## config.mk

```make
export PLATFORM = sky130hd
export DESIGN_NAME = mem_word_array
export DESIGN_NICKNAME = d
export VERILOG_FILES = /design/src/rtl/mem_word_array_pkg.sv /design/src/rtl/mem_word_store.sv /design/src/rtl/mem_word_array.sv
export SDC_FILE = /design/constraint.sdc
export NUM_CORES = 1
export LEC_CHECK = 0
export ABC_AREA = 0
export CELL_PAD_IN_SITES_DETAIL_PLACEMENT = 1
export CELL_PAD_IN_SITES_GLOBAL_PLACEMENT = 1
export CORE_ASPECT_RATIO = 0.5
export CORE_MARGIN = 5
export CORE_UTILIZATION = 52
export CTS_CLUSTER_DIAMETER = 30
export CTS_CLUSTER_SIZE = 30
export DETAILED_ROUTE_END_ITERATION = 6
export GPL_TIMING_DRIVEN = 0
export PLACE_DENSITY = 0.95
export SYNTH_ARGS = -nofsm -noshare
export SYNTH_HDL_FRONTEND = slang
export SYNTH_SLANG_ARGS = --single-unit
```

## constraint.sdc

```tcl
create_clock -name clk -period 6.8 [get_ports clk]
set_clock_uncertainty 0.1 [all_clocks]
set_input_delay 1.02 -clock clk [delete_from_list [all_inputs] [get_ports clk]]
set_output_delay 1.02 -clock clk [all_outputs]
set_load 0.05 [all_outputs]
```

## src/rtl/mem_word_array_pkg.sv

```systemverilog
// Shared types and constants for the word array controller and its storage.
package mem_word_array_pkg;

  // Controller states: hardware clear sweep, waiting for a request, holding a read response.
  typedef enum logic [1:0] {
    StClear = 2'd0,
    StIdle  = 2'd1,
    StResp  = 2'd2
  } state_e;

  // Encoding of req_rw.
  localparam logic RwRead  = 1'b0;
  localparam logic RwWrite = 1'b1;

endpackage

```

## src/rtl/mem_word_store.sv

```systemverilog
// DEPTH x WIDTH register storage: one masked write port, one combinational read port.
// Storage is deliberately not reset; the controller zeroes it with a clear sweep.
module mem_word_store #(
  parameter int unsigned WIDTH = 8,
  parameter int unsigned DEPTH = 8,
  localparam int unsigned AW = $clog2(DEPTH)
) (
  input  logic             clk,
  input  logic             we,
  input  logic [AW-1:0]    waddr,
  input  logic [WIDTH-1:0] wdata,
  input  logic [WIDTH-1:0] wmask,
  input  logic [AW-1:0]    raddr,
  output logic [WIDTH-1:0] rdata
);

  logic [WIDTH-1:0] mem_q [DEPTH];
  logic [WIDTH-1:0] mem_d [DEPTH];

  // Next-state of the array: merge masked write data into the addressed word.
  always_comb begin
    mem_d = mem_q;
    if (we && (32'(waddr) < DEPTH)) begin
      mem_d[waddr] = (mem_q[waddr] & ~wmask) | (wdata & wmask);
    end
  end

  // Storage register, no reset.
  always_ff @(posedge clk) begin
    mem_q <= mem_d;
  end

  // Combinational read; addresses past the last word read as zero.
  always_comb begin
    rdata = '0;
    if (32'(raddr) < DEPTH) begin
      rdata = mem_q[raddr];
    end
  end

endmodule

```

## src/rtl/mem_word_array.sv

```systemverilog
// Word array controller: valid/ready request port, registered read response,
// post-reset and on-demand clear sweep over the storage.
module mem_word_array
  import mem_word_array_pkg::*;
#(
  parameter int unsigned WIDTH = 8,
  parameter int unsigned DEPTH = 8,
  localparam int unsigned AW = $clog2(DEPTH)
) (
  input  logic             clk,
  input  logic             rst_n,
  input  logic             req_valid,
  output logic             req_ready,
  input  logic             req_rw,
  input  logic [AW-1:0]    req_addr,
  input  logic [WIDTH-1:0] req_wdata,
  input  logic [WIDTH-1:0] req_wmask,
  input  logic             clear_req,
  output logic             rsp_valid,
  input  logic             rsp_ready,
  output logic [WIDTH-1:0] rsp_data,
  output logic             rsp_err,
  output logic             busy
);

  state_e           state_q, state_d;
  logic [AW-1:0]    clr_cnt_q, clr_cnt_d;
  logic             rsp_valid_q, rsp_valid_d;
  logic [WIDTH-1:0] rsp_data_q, rsp_data_d;
  logic             rsp_err_q, rsp_err_d;

  logic             st_we;
  logic [AW-1:0]    st_waddr;
  logic [WIDTH-1:0] st_wdata;
  logic [WIDTH-1:0] st_wmask;
  logic [WIDTH-1:0] st_rdata;

  logic             accept;
  logic             addr_ok;
  logic             clr_last;

  // Request handshake; a pending clear_req blocks acceptance so clear wins any collision.
  always_comb begin
    req_ready = ((state_q == StIdle) || ((state_q == StResp) && rsp_ready)) && !clear_req;
    accept    = req_valid && req_ready;
    addr_ok   = 32'(req_addr) < DEPTH;
    clr_last  = clr_cnt_q == AW'(DEPTH - 1);
  end

  // Next-state, storage write port and response register updates.
  always_comb begin
    state_d     = state_q;
    clr_cnt_d   = clr_cnt_q;
    rsp_valid_d = rsp_valid_q;
    rsp_data_d  = rsp_data_q;
    rsp_err_d   = rsp_err_q;
    st_we       = 1'b0;
    st_waddr    = req_addr;
    st_wdata    = req_wdata;
    st_wmask    = req_wmask;

    unique case (state_q)
      StClear: begin
        st_we       = 1'b1;
        st_waddr    = clr_cnt_q;
        st_wdata    = '0;
        st_wmask    = '1;
        rsp_valid_d = 1'b0;
        if (clr_last) begin
          state_d   = StIdle;
          clr_cnt_d = '0;
        end else begin
          clr_cnt_d = clr_cnt_q + AW'(1);
        end
      end

      StIdle, StResp: begin
        // A consumed response retires unless a new read reloads it below.
        if ((state_q == StResp) && rsp_ready) begin
          rsp_valid_d = 1'b0;
          state_d     = StIdle;
        end
        if (clear_req && ((state_q == StIdle) || rsp_ready)) begin
          state_d     = StClear;
          clr_cnt_d   = '0;
          rsp_valid_d = 1'b0;
        end else if (accept) begin
          if (req_rw == RwWrite) begin
            st_we = addr_ok;
          end else begin
            rsp_valid_d = 1'b1;
            rsp_data_d  = addr_ok ? st_rdata : '0;
            rsp_err_d   = !addr_ok;
            state_d     = StResp;
          end
        end
      end

      default: begin
        state_d   = StClear;
        clr_cnt_d = '0;
      end
    endcase
  end

  // Controller state and response registers.
  always_ff @(posedge clk or negedge rst_n) begin
    if (!rst_n) begin
      state_q     <= StClear;
      clr_cnt_q   <= '0;
      rsp_valid_q <= 1'b0;
      rsp_data_q  <= '0;
      rsp_err_q   <= 1'b0;
    end else begin
      state_q     <= state_d;
      clr_cnt_q   <= clr_cnt_d;
      rsp_valid_q <= rsp_valid_d;
      rsp_data_q  <= rsp_data_d;
      rsp_err_q   <= rsp_err_d;
    end
  end

  assign rsp_valid = rsp_valid_q;
  assign rsp_data  = rsp_data_q;
  assign rsp_err   = rsp_err_q;
  assign busy      = (state_q == StClear);

  mem_word_store #(
    .WIDTH(WIDTH),
    .DEPTH(DEPTH)
  ) u_store (
    .clk  (clk),
    .we   (st_we),
    .waddr(st_waddr),
    .wdata(st_wdata),
    .wmask(st_wmask),
    .raddr(req_addr),
    .rdata(st_rdata)
  );

endmodule

```

==> flow_summary.json <==
{
  "p_leak_nw": 1.84,
  "hold_violations": 0,
  "timing.rr.end": "u_store.mem_q[15]$_DFFE_PP_",
  "netlist_top_cells_count": "64 x edfxtp_1, 33 x mux2i_1, 18 x o22ai_1, 17 x mux2_2, 16 x mux4_1",
  "cts_sinks": 78,
  "clock_power_share_pct": 20.9,
  "cp-end-kind": "flop",
  "track_usage_pct": 28.8,
  "hold_class": "flop to flop",
  "p_sw_mw": 1.04,
  "async_flop_share_pct": 17.9,
  "met3_usage_pct": 11.0,
  "vdd_ir_drop_max_v": 0.000231,
  "syn_area_um2": 3910,
  "synth-seq-area-share_pct": 58.1,
  "insertedDiodeCount": 0,
  "final.period_utilization_pct": 56.3,
  "io_pins": 37,
  "routed_via_density": 6.97,
  "cts.clk_slew.worst_paths_ns": 0.06,
  "met2_usage_pct": 47.2,
  "tightest_slew_ns": 1.40,
  "synth_area_leaders": "edfxtp_1 49%, mux4_1 11%, dfrtp_1 9.0%",
  "postCtsResizedCells": 0,
  "synth_fp_nets": 284,
  "drt-total-wl_um": 13100,
  "drcViolationCount": 0,
  "period_minus_slack_ns": 3.83,
  "cp.required_ns": 6.75,
  "synth_most_common_cell": "edfxtp_1",
  "die_w_um": 133,
  "drtIter0Drc": 343,
  "min_from": "rsp_data[3]$_DFFE_PN0P_",
  "drive_above_1_share_pct": 18.7,
  "p_int_mw": 1.47,
  "antenna_found_initial": 0,
  "yosys_warnings": 0,
  "power_density_nw_per_um2": 524,
  "synthCells": 253,
  "grt_pass1_wl_um": 19400,
  "clockRootBuffer": "clkbuf_16",
  "initial_core_util_pct": 53.4,
  "wl_per_cell_um": 32.2,
  "pwr-share-comb_pct": 45.2,
  "dp.cells": 390,
  "fin_nets": 336,
  "dieArea_um2": 9450,
  "cap_violations": 0,
  "fin_tns_setup_ns": 0,
  "path_max_fanout": 10,
  "yosysTopAreaCellShare_pct": 49.2,
  "ys_seq_elements": 78,
  "drtPass1Iterations": 6,
  "post_cts_buffers": 0,
  "cts_buffers": 9,
  "cts-hold-fix-buffers": 0,
  "syn_to_final_growth_pct": 22.5,
  "syn_area_per_cell_um2": 15.4,
  "ys_types": 36,
  "seqPwrFrac_pct": 33.9,
  "grt_start_max_net_pins": 15,
  "htreeDepth": 3,
  "start_kind": "input pin",
  "status": "finished clean",
  "synth_top_area_cell": "edfxtp_1",
  "p_sw_share_pct": 41.3,
  "setup_viol": 0,
  "synth-main-ff-cell": "edfxtp_1",
  "max_freq_mhz": 261,
  "hold_depth": 1,
  "dp_hpwl_um": 7900,
  "clock_path_buffers": 2,
  "gp_congestion": 0.776,
  "port_buffers": 33,
  "finalPower_mw": 2.51,
  "antenna_left": 0,
  "grt_pass1_vias": 3086,
  "busiest_layer": "met2",
  "slew_violations": 0,
  "die_y_um": 71.3,
  "synth_edf_count": 64,
  "met1_usage_pct": 33.4,
  "min_to": "rsp_data[3]$_DFFE_PN0P_",
  "rrSetupSlack_ns": 3.38,
  "rr_startpoint": "state_q[1]$_DFFE_PN0P_",
  "finalNonFillerCells": 406,
  "worstSkewPairLatency_ns": 0.34,
  "coreArea_um2": 7320,
  "crit_type": "input pin to flop",
  "fp-row-count": 22,
  "rsz0062_at_grt": "false",
  "worst_ep_arrival_time_ns": 3.78,
  "vias": 2831,
  "rr_worst_depth": 7,
  "grt_overflow": 0,
  "maxSlewHeadroom_pct": 6.40,
  "tritoncts": "done"
}
stage by stage:
stage | worst slack, ns | instance area, um2 | utilization (%) | hold WS (ns)
after floorplan | 3.62 | 3910 | - | 0.417
after global placement | 2.16 | 4360 | 59.5 | 0.392
after detailed placement | 2.65 | 4470 | 61.0 | 0.411
after CTS | 3.02 | 4790 | 65.4 | 0.425
after global routing | 2.84 | 4790 | 65.4 | 0.436
final | 2.97 | 4790 | 65.4 | 0.425
power by group through the flow:
stage | clock network (mW) | logic [mW] | registers, mW
2_1_floorplan | 0 | 0.618 | 0.868
3_3_place_gp | 0 | 0.923 | 0.820
3_5_place_dp | 0 | 1.05 | 0.838
4_1_cts | 0.525 | 1.11 | 0.846
5_1_grt | 0.548 | 1.18 | 0.861
6_report | 0.524 | 1.13 | 0.851
metal layers:
layer	wire (um)	share of wire, %
met1	4870	37
met2	6200	47
met3	1350	10
met4	642	4.9
met5	0	0
registers in the layout, summed over array words and instances, names as in the netlist:
| signal | cells |
|---|---|
| clr_cnt_q | 3 |
| rsp_valid | 1 |
| u_store.mem_q | 64 |
| rsp_data | 8 |
| state_q | 2 |
critical path, cell delays in order:
cell,delay [ns]
clkdlybuf4s50_1,0.46
o21ai_0,0.17
and2_1,0.15
clkbuf_1,0.36
a31oi_1,0.51
nor4_2,0.79
buf_4,0.30
cells in the final DEF, fill, tap and decap left out, types with 2 or more instances in the layout:
| cell | n |
|---|---|
| ha_1 | 6 |
| mux2i_1 | 33 |
| nor2_1 | 3 |
| dfrtp_1 | 14 |
| nand2b_1 | 2 |
| clkbuf_16 | 9 |
| buf_4 | 12 |
| bufinv_16 | 2 |
| buf_6 | 2 |
| clkbuf_1 | 4 |
| inv_1 | 13 |
| nor4_2 | 8 |
| clkdlybuf4s50_1 | 33 |
| inv_6 | 3 |
| a32oi_1 | 2 |
| o22ai_1 | 18 |
| buf_2 | 2 |
| mux2_2 | 17 |
| o21ai_0 | 2 |
| o31a_1 | 8 |
| edfxtp_1 | 64 |
| nand2_1 | 7 |
| a22oi_1 | 2 |
| mux4_1 | 16 |
| a21oi_1 | 11 |
worst max path at each step:
stage,startpoint,end,slack [ns]
after global placement,rsp_ready,u_store.mem_q[17]$_DFFE_PP_,2.16
final,rsp_ready,u_store.mem_q[2]$_DFFE_PP_,2.97
after global routing,rsp_ready,u_store.mem_q[16]$_DFFE_PP_,2.84
after floorplan,req_addr[0],u_store.mem_q[24]$_DFFE_PP_,3.62
after detailed placement,rsp_ready,u_store.mem_q[20]$_DFFE_PP_,2.65
after CTS,rsp_ready,u_store.mem_q[3]$_DFFE_PP_,3.02
cell families (layout without fill, tap and decap cells):
kind of cell / after synthesis / count (layout) / synth area share, %
other: 1 / 1 / 0.0960
buffers and inverters: 28 / 85 / 3.94
multiplexers: 66 / 66 / 24.1
adder cells (fa/ha/maj): 6 / 6 / 1.92
flip-flops: 78 / 78 / 58.1
AO/OA/AOI/OAI: 49 / 49 / 8.36
AND/OR/NAND/NOR: 25 / 25 / 3.43
area by class of cell:
| type | count | area [um2] |
|---|---|---|
| Sequential cell | 78 | 2270 |
| Tap cell | 96 | 120 |
| Clock buffer | 9 | 225 |
| Buffer | 14 | 101 |
| Multi-Input combinational cell | 147 | 1530 |
| Clock inverter | 7 | 95.1 |
| Inverter | 14 | 52.6 |
| Timing Repair Buffer | 41 | 390 |
| Fill cell | 642 | 2530 |
Note: power is estimated with default switching activity, not from simulation.
